--- src/rtl/mem_copy_engine_pkg.sv ---
// Shared definitions for the memory copy/fill engine.
//   - default geometry (word-address width, bytes per word)
//   - FSM state encoding used by the top-level controller
package mem_copy_engine_pkg;

    localparam int DEF_ADDR_WIDTH      = 6;
    localparam int DEF_DATA_SIZE_BYTES = 4;

    typedef enum logic [2:0] {
        S_IDLE    = 3'd0,
        S_RD_REQ  = 3'd1,
        S_RD_WAIT = 3'd2,
        S_WR      = 3'd3,
        S_FINISH  = 3'd4
    } state_e;

endpackage

--- src/rtl/mem_copy_addr_gen.sv ---
// Address generator for mem_copy_engine.
// Holds the word offset and remaining-count registers, picks the copy
// direction so that overlapping copies behave like memmove, and checks the
// command range against the memory size.
// Ports:
//   clk, rst        clock, synchronous active-high reset
//   init_i          load offset/count/direction from the command
//   step_i          one word written: decrement count, advance offset
//   fill_i          command is a fill (source range and direction ignored)
//   src_i, dst_i    first source / destination word
//   len_i           word count, 0..2^ADDR_WIDTH
//   ok_o            command is within range and non-empty
//   last_o          the current word is the final one
//   rd_addr_o       src + offset
//   wr_addr_o       dst + offset
import mem_copy_engine_pkg::*;

module mem_copy_addr_gen #(
    parameter int ADDR_WIDTH = DEF_ADDR_WIDTH
) (
    input  logic                  clk,
    input  logic                  rst,
    input  logic                  init_i,
    input  logic                  step_i,
    input  logic                  fill_i,
    input  logic [ADDR_WIDTH-1:0] src_i,
    input  logic [ADDR_WIDTH-1:0] dst_i,
    input  logic [ADDR_WIDTH:0]   len_i,
    output logic                  ok_o,
    output logic                  last_o,
    output logic [ADDR_WIDTH-1:0] rd_addr_o,
    output logic [ADDR_WIDTH-1:0] wr_addr_o
);

    // Two extra bits so src+len can reach 2^(ADDR_WIDTH+1)-1 without wrapping.
    localparam logic [ADDR_WIDTH+1:0] MEM_WORDS = (ADDR_WIDTH+2)'(1) << ADDR_WIDTH;

    logic [ADDR_WIDTH-1:0] off_q;
    logic [ADDR_WIDTH:0]   cnt_q;
    logic                  bwd_q;

    logic [ADDR_WIDTH+1:0] src_end;
    logic [ADDR_WIDTH+1:0] dst_end;
    logic                  bwd;

    assign src_end = {2'b00, src_i} + {1'b0, len_i};
    assign dst_end = {2'b00, dst_i} + {1'b0, len_i};

    // Source range only matters for a copy.
    assign ok_o = (len_i != '0) && (dst_end <= MEM_WORDS) &&
                  (fill_i || (src_end <= MEM_WORDS));

    // Destination starts inside the source window: walk from the top down so
    // no source word is overwritten before it has been read.
    assign bwd = !fill_i && (dst_i > src_i) && ({2'b00, dst_i} < src_end);

    always_ff @(posedge clk) begin
        if (rst) begin
            off_q <= '0;
            cnt_q <= '0;
            bwd_q <= 1'b0;
        end else if (init_i) begin
            off_q <= bwd ? ADDR_WIDTH'(len_i - (ADDR_WIDTH+1)'(1)) : '0;
            cnt_q <= len_i;
            bwd_q <= bwd;
        end else if (step_i) begin
            cnt_q <= cnt_q - (ADDR_WIDTH+1)'(1);
            off_q <= bwd_q ? off_q - ADDR_WIDTH'(1) : off_q + ADDR_WIDTH'(1);
        end
    end

    assign last_o    = (cnt_q == (ADDR_WIDTH+1)'(1));
    assign rd_addr_o = src_i + off_q;
    assign wr_addr_o = dst_i + off_q;

endmodule

--- src/rtl/mem_copy_engine.sv ---
// Memory copy / fill engine.
// A start strobe in IDLE latches a command; the next cycle it is either
// rejected (err pulse) or run: a copy reads one word, waits for rd_valid,
// writes it; a fill writes the pattern once per cycle. done pulses from
// FINISH after the last write.
// Ports:
//   clk, rst                      clock, synchronous active-high reset
//   start, fill                   command strobe and mode (1 = fill)
//   src_addr, dst_addr, len       command geometry
//   pattern                       fill value
//   busy, done, err               status
//   rd_en, rd_addr, rd_data, rd_valid   RAM read port
//   wr_en, wr_addr, wr_data             RAM write port
import mem_copy_engine_pkg::*;

module mem_copy_engine #(
    parameter  int ADDR_WIDTH      = DEF_ADDR_WIDTH,
    parameter  int DATA_SIZE_BYTES = DEF_DATA_SIZE_BYTES,
    localparam int DATA_WIDTH      = DATA_SIZE_BYTES * 8
) (
    input  logic                  clk,
    input  logic                  rst,
    input  logic                  start,
    input  logic                  fill,
    input  logic [ADDR_WIDTH-1:0] src_addr,
    input  logic [ADDR_WIDTH-1:0] dst_addr,
    input  logic [ADDR_WIDTH:0]   len,
    input  logic [DATA_WIDTH-1:0] pattern,
    output logic                  busy,
    output logic                  done,
    output logic                  err,
    output logic                  rd_en,
    output logic [ADDR_WIDTH-1:0] rd_addr,
    input  logic [DATA_WIDTH-1:0] rd_data,
    input  logic                  rd_valid,
    output logic                  wr_en,
    output logic [ADDR_WIDTH-1:0] wr_addr,
    output logic [DATA_WIDTH-1:0] wr_data
);

    state_e                state_q, state_d;
    logic                  cmd_vld_q;
    logic                  fill_q;
    logic [ADDR_WIDTH-1:0] src_q, dst_q;
    logic [ADDR_WIDTH:0]   len_q;
    logic [DATA_WIDTH-1:0] pattern_q;
    logic [DATA_WIDTH-1:0] data_q, data_d;
    logic                  err_q, err_d;

    logic init, step, ok, last;

    // Command latch: cmd_vld_q marks the single evaluation cycle that follows
    // an accepted strobe. Starts during that cycle are not taken.
    always_ff @(posedge clk) begin
        if (rst) begin
            cmd_vld_q <= 1'b0;
            fill_q    <= 1'b0;
            src_q     <= '0;
            dst_q     <= '0;
            len_q     <= '0;
            pattern_q <= '0;
        end else begin
            cmd_vld_q <= 1'b0;
            if (state_q == S_IDLE && !cmd_vld_q && start) begin
                cmd_vld_q <= 1'b1;
                fill_q    <= fill;
                src_q     <= src_addr;
                dst_q     <= dst_addr;
                len_q     <= len;
                pattern_q <= pattern;
            end
        end
    end

    mem_copy_addr_gen #(
        .ADDR_WIDTH(ADDR_WIDTH)
    ) u_addr_gen (
        .clk      (clk),
        .rst      (rst),
        .init_i   (init),
        .step_i   (step),
        .fill_i   (fill_q),
        .src_i    (src_q),
        .dst_i    (dst_q),
        .len_i    (len_q),
        .ok_o     (ok),
        .last_o   (last),
        .rd_addr_o(rd_addr),
        .wr_addr_o(wr_addr)
    );

    always_ff @(posedge clk) begin
        if (rst) begin
            state_q <= S_IDLE;
            data_q  <= '0;
            err_q   <= 1'b0;
        end else begin
            state_q <= state_d;
            data_q  <= data_d;
            err_q   <= err_d;
        end
    end

    always_comb begin
        state_d = state_q;
        data_d  = data_q;
        err_d   = 1'b0;
        init    = 1'b0;
        step    = 1'b0;
        case (state_q)
            S_IDLE: begin
                if (cmd_vld_q) begin
                    if (ok) begin
                        init    = 1'b1;
                        state_d = fill_q ? S_WR : S_RD_REQ;
                    end else begin
                        err_d = 1'b1;
                    end
                end
            end
            S_RD_REQ: state_d = S_RD_WAIT;
            S_RD_WAIT: begin
                if (rd_valid) begin
                    data_d  = rd_data;
                    state_d = S_WR;
                end
            end
            S_WR: begin
                step = 1'b1;
                if (last)        state_d = S_FINISH;
                else if (fill_q) state_d = S_WR;
                else             state_d = S_RD_REQ;
            end
            S_FINISH: state_d = S_IDLE;
            default:  state_d = S_IDLE;
        endcase
    end

    // Strobes decode straight from the state register, so a reset edge
    // silences the RAM port in the very next cycle.
    assign busy    = (state_q != S_IDLE);
    assign done    = (state_q == S_FINISH);
    assign err     = err_q;
    assign rd_en   = (state_q == S_RD_REQ);
    assign wr_en   = (state_q == S_WR);
    assign wr_data = fill_q ? pattern_q : data_q;

endmodule

--- config.mk ---
export PLATFORM = sky130hd
export DESIGN_NAME = mem_copy_engine
export DESIGN_NICKNAME = d
export VERILOG_FILES = /design/src/rtl/mem_copy_engine_pkg.sv /design/src/rtl/mem_copy_addr_gen.sv /design/src/rtl/mem_copy_engine.sv
export SDC_FILE = /design/constraint.sdc
export NUM_CORES = 1
export LEC_CHECK = 0
export ABC_AREA = 1
export CAP_MARGIN = 15
export CORE_ASPECT_RATIO = 1.25
export CORE_UTILIZATION = 50
export DETAILED_ROUTE_END_ITERATION = 6
export HOLD_SLACK_MARGIN = 0.08
export PLACE_DENSITY = 0.82
export SYNTH_ARGS = -nofsm -noshare
export SYNTH_HDL_FRONTEND = slang
export SYNTH_SLANG_ARGS = --single-unit
--- constraint.sdc ---
create_clock -name clk -period 3.2 [get_ports clk]
set_input_delay 0.96 -clock clk [delete_from_list [all_inputs] [get_ports clk]]
set_output_delay 0.96 -clock clk [all_outputs]
set_load 0.02 [all_outputs]
==> results.toml <==
[sta]
setup_tns_ns = 0
fin_skew_ns = 0.00759
hold_viol = 0
setup_ws_ns = 0.134
tightestPinTransition_ns = 0.654
slew_viol_final = 0
fmax_mhz = 326
setup_violations = 0
finalCritPeriodShare = 0.958
relSlewSlack = 0.563
post-route-min-period_ns = 3.07
rsz0062_at_grt = "no"

[power]
power_mw = 3.92
vdd_drop_max_v = 0.000278
power_density_nw_per_um2 = 500
leakagePower_nw = 3.32

[grt]
antenna_found_initial = 0
grt_first_pass_wirelength_um = 27000
grt_pass1_vias = 5861
grt_max_degree = 67
grt_use_total = 0.268
overflow = 0

[clocking]
clkSlewWorstSetupHoldPaths_ns = 0.07
root_buffer = "clkbuf_16"
clock_latency_ns = 0.35
cts_buffers = 9
clock_sinks = 103
cts_tree = "built"
cts_max_level = 3
cts_buffer_depth = 2
cts_hold_buf = 0

[synthesis]
syn_inst = 851
syn_nets = 985
syn_area_per_cell_sq_um = 7.10
yosysWarnings = 0
synth.top_cells.by_count = "168 x nand2_1, 110 x a21oi_1, 105 x inv_1"
synth_flop_cell = "dfxtp_1"
netlist_area_sq_um = 6040
synth_async_sr_flop_share = 0
yosysMostFrequentCell = "nand2_1"
synth_top_area_frac = 0.341
synth_area_leader_cell = "dfxtp_1"
netlist-cell-type-count = 34
synth_edf_count = 0
yosysSeqAreaShare = 0.341
ys_ff_latch = 103
yosys-top-cells-area = "dfxtp_1 34%, nand2_1 10%, a21oi_1 9.1%"

[critical_path]
start_kind = "flip-flop"
critPathKind = "reg -> out"
endpoint_kind = "output pin"
critical_path_required_ns = 2.24
cp.arrival_ns = 2.11
worstPathMaxFanout = 4

[placed_design]
port_buffers = 136
dp_cells = 1121
post-dp-hpwl_um = 11500
placed_area_sq_um = 7580
post-place-ws_ns = 0.134
place_congestion = 0.867

[die]
core_sq_um = 11700
start_util = 0.518
rows = 44
die_h_um = 125
die_width_um = 100
die_area_sq_um = 12500
pin_count = 137

[final_layout]
fin_cells = 1137
drive_above_1_share = 0.0717
fin_area_sq_um = 7850
final_net_count = 1105
syn2layout_area_growth_pct = 29.9
fill_cells = 1042
num_antenna_cells = 0

[hold_path]
hold_path_class = "reg -> reg"

[routing]
wirelength_um = 16100
wire_per_inst_um = 14.1
vias = 5987
first_pass_iters = 5
drc = 0
vias_per_cell = 5.27
drt-initial-drc-count = 234
antenna_left = 0

[status]
status = "complete, no violations"

[flow_run]
drv_cap = 0
## worst paths after layout
check / endpoint / cells after the start / slack [ns] / startpoint
worst max-delay path: rd_addr[1] / 5 / 0.13 / u_addr_gen.off_q[0]$_SDFFE_PP0P_
worst min register to register: data_q[22]$_SDFFE_PP0P_ / 2 / 0.45 / data_q[22]$_SDFFE_PP0P_
worst max register to register: u_addr_gen.off_q[1]$_SDFFE_PP0P_ / 11 / 0.46 / len_q[0]$_SDFFE_PP0P_
worst min-delay path: data_q[22]$_SDFFE_PP0P_ / 2 / 0.45 / data_q[22]$_SDFFE_PP0P_
## layout by cell type, fill, tap and decap left out, types with 3 or more instances in the layout
cell | netlist | routed
nand3_1 | 69 | 68
a21oi_2 | 6 | 6
nand2_1 | 168 | 167
nand4_1 | 17 | 17
a21oi_1 | 110 | 110
buf_12 | 0 | 3
xor2_1 | 17 | 17
nand3_2 | 7 | 8
nor2_1 | 29 | 28
xnor2_1 | 10 | 10
fa_1 | 5 | 5
ha_1 | 41 | 41
dlymetal6s2s_1 | 0 | 3
dlygate4sd2_1 | 0 | 3
clkdlybuf4s50_1 | 0 | 127
dfxtp_1 | 103 | 101
nor3_1 | 4 | 4
inv_1 | 105 | 105
clkbuf_16 | 0 | 9
buf_4 | 0 | 14
a211oi_1 | 3 | 3
o21ai_0 | 88 | 88
nor2_2 | 3 | 4
nand2_2 | 5 | 6
## area by class of cell
class	instances	area (sq um)	share of cell area
timing repair buffer	153	1520	0.193
multi-input combinational	596	3390	0.432
clock inverter	6	45.0	0.00574
tap	161	201	0.0257
inverter	108	405	0.0517
clock buffer	10	229	0.0292
sequential	103	2060	0.263
## critical path, cell delays in order, from the launching register on
cell	delay [ns]
dfxtp_1	0.40
ha_1	0.20
inv_1	0.06
fa_1	0.45
inv_1	0.07
clkdlybuf4s50_1	0.59
## routing by layer
layer	share of wire	wire length (um)	global-route usage	vias up
met5	0	0	0	-
met4	0.023	365	0.103	0
met3	0.071	1140	0.0527	30
met2	0.50	8050	0.471	187
met1	0.40	6500	0.316	2734
li1	-	-	-	3036
## metrics by stage
| stage | utilization | hold slack, ns |
|---|---|---|
| 6_report | 0.672 | 0.448 |
| 5_1_grt | 0.672 | 0.474 |
| 4_1_cts | 0.672 | 0.450 |
| 3_5_place_dp | 0.649 | 0.439 |
| 3_3_place_gp | 0.649 | 0.434 |
| 2_1_floorplan | - | 0.424 |
## power by group
| group | leakage (nW) | internal, mW | switching [mW] | total, mW |
|---|---|---|---|---|
| Sequential | 0.842 | 1.39 | 0.0958 | 1.49 |
| Combinational | 2.34 | 0.578 | 0.815 | 1.39 |
| Clock | 0.131 | 0.534 | 0.506 | 1.04 |
| Total | 3.32 | 2.50 | 1.42 | 3.92 |
## cell families after synthesis
family,count (synthesis),share of synthesized area
buffers and inverters,152,0.0998
AND/OR/NAND/NOR,311,0.233
AO/OA/AOI/OAI,212,0.185
adder cells (fa/ha/maj),46,0.101
flip-flops,103,0.341
XOR/XNOR,27,0.0391
## flip-flops by register name (all words and copies together), names as in the netlist
signal	flops
state_q	3
dst_q	6
pattern_q	32
u_addr_gen.cnt_q	7
data_q	32
u_addr_gen.bwd_q	1
err	1
len_q	7
u_addr_gen.off_q	6
cmd_vld_q	1
src_q	6
fill_q	1
## what timing repair did
item / CTS / global route
resized for setup: 6 / 7
endpoints found under the setup margin: 5 / 5
setup buffers: 0 / 0
pin swaps: 0 / 0
Power figures use the tool's default switching activity.
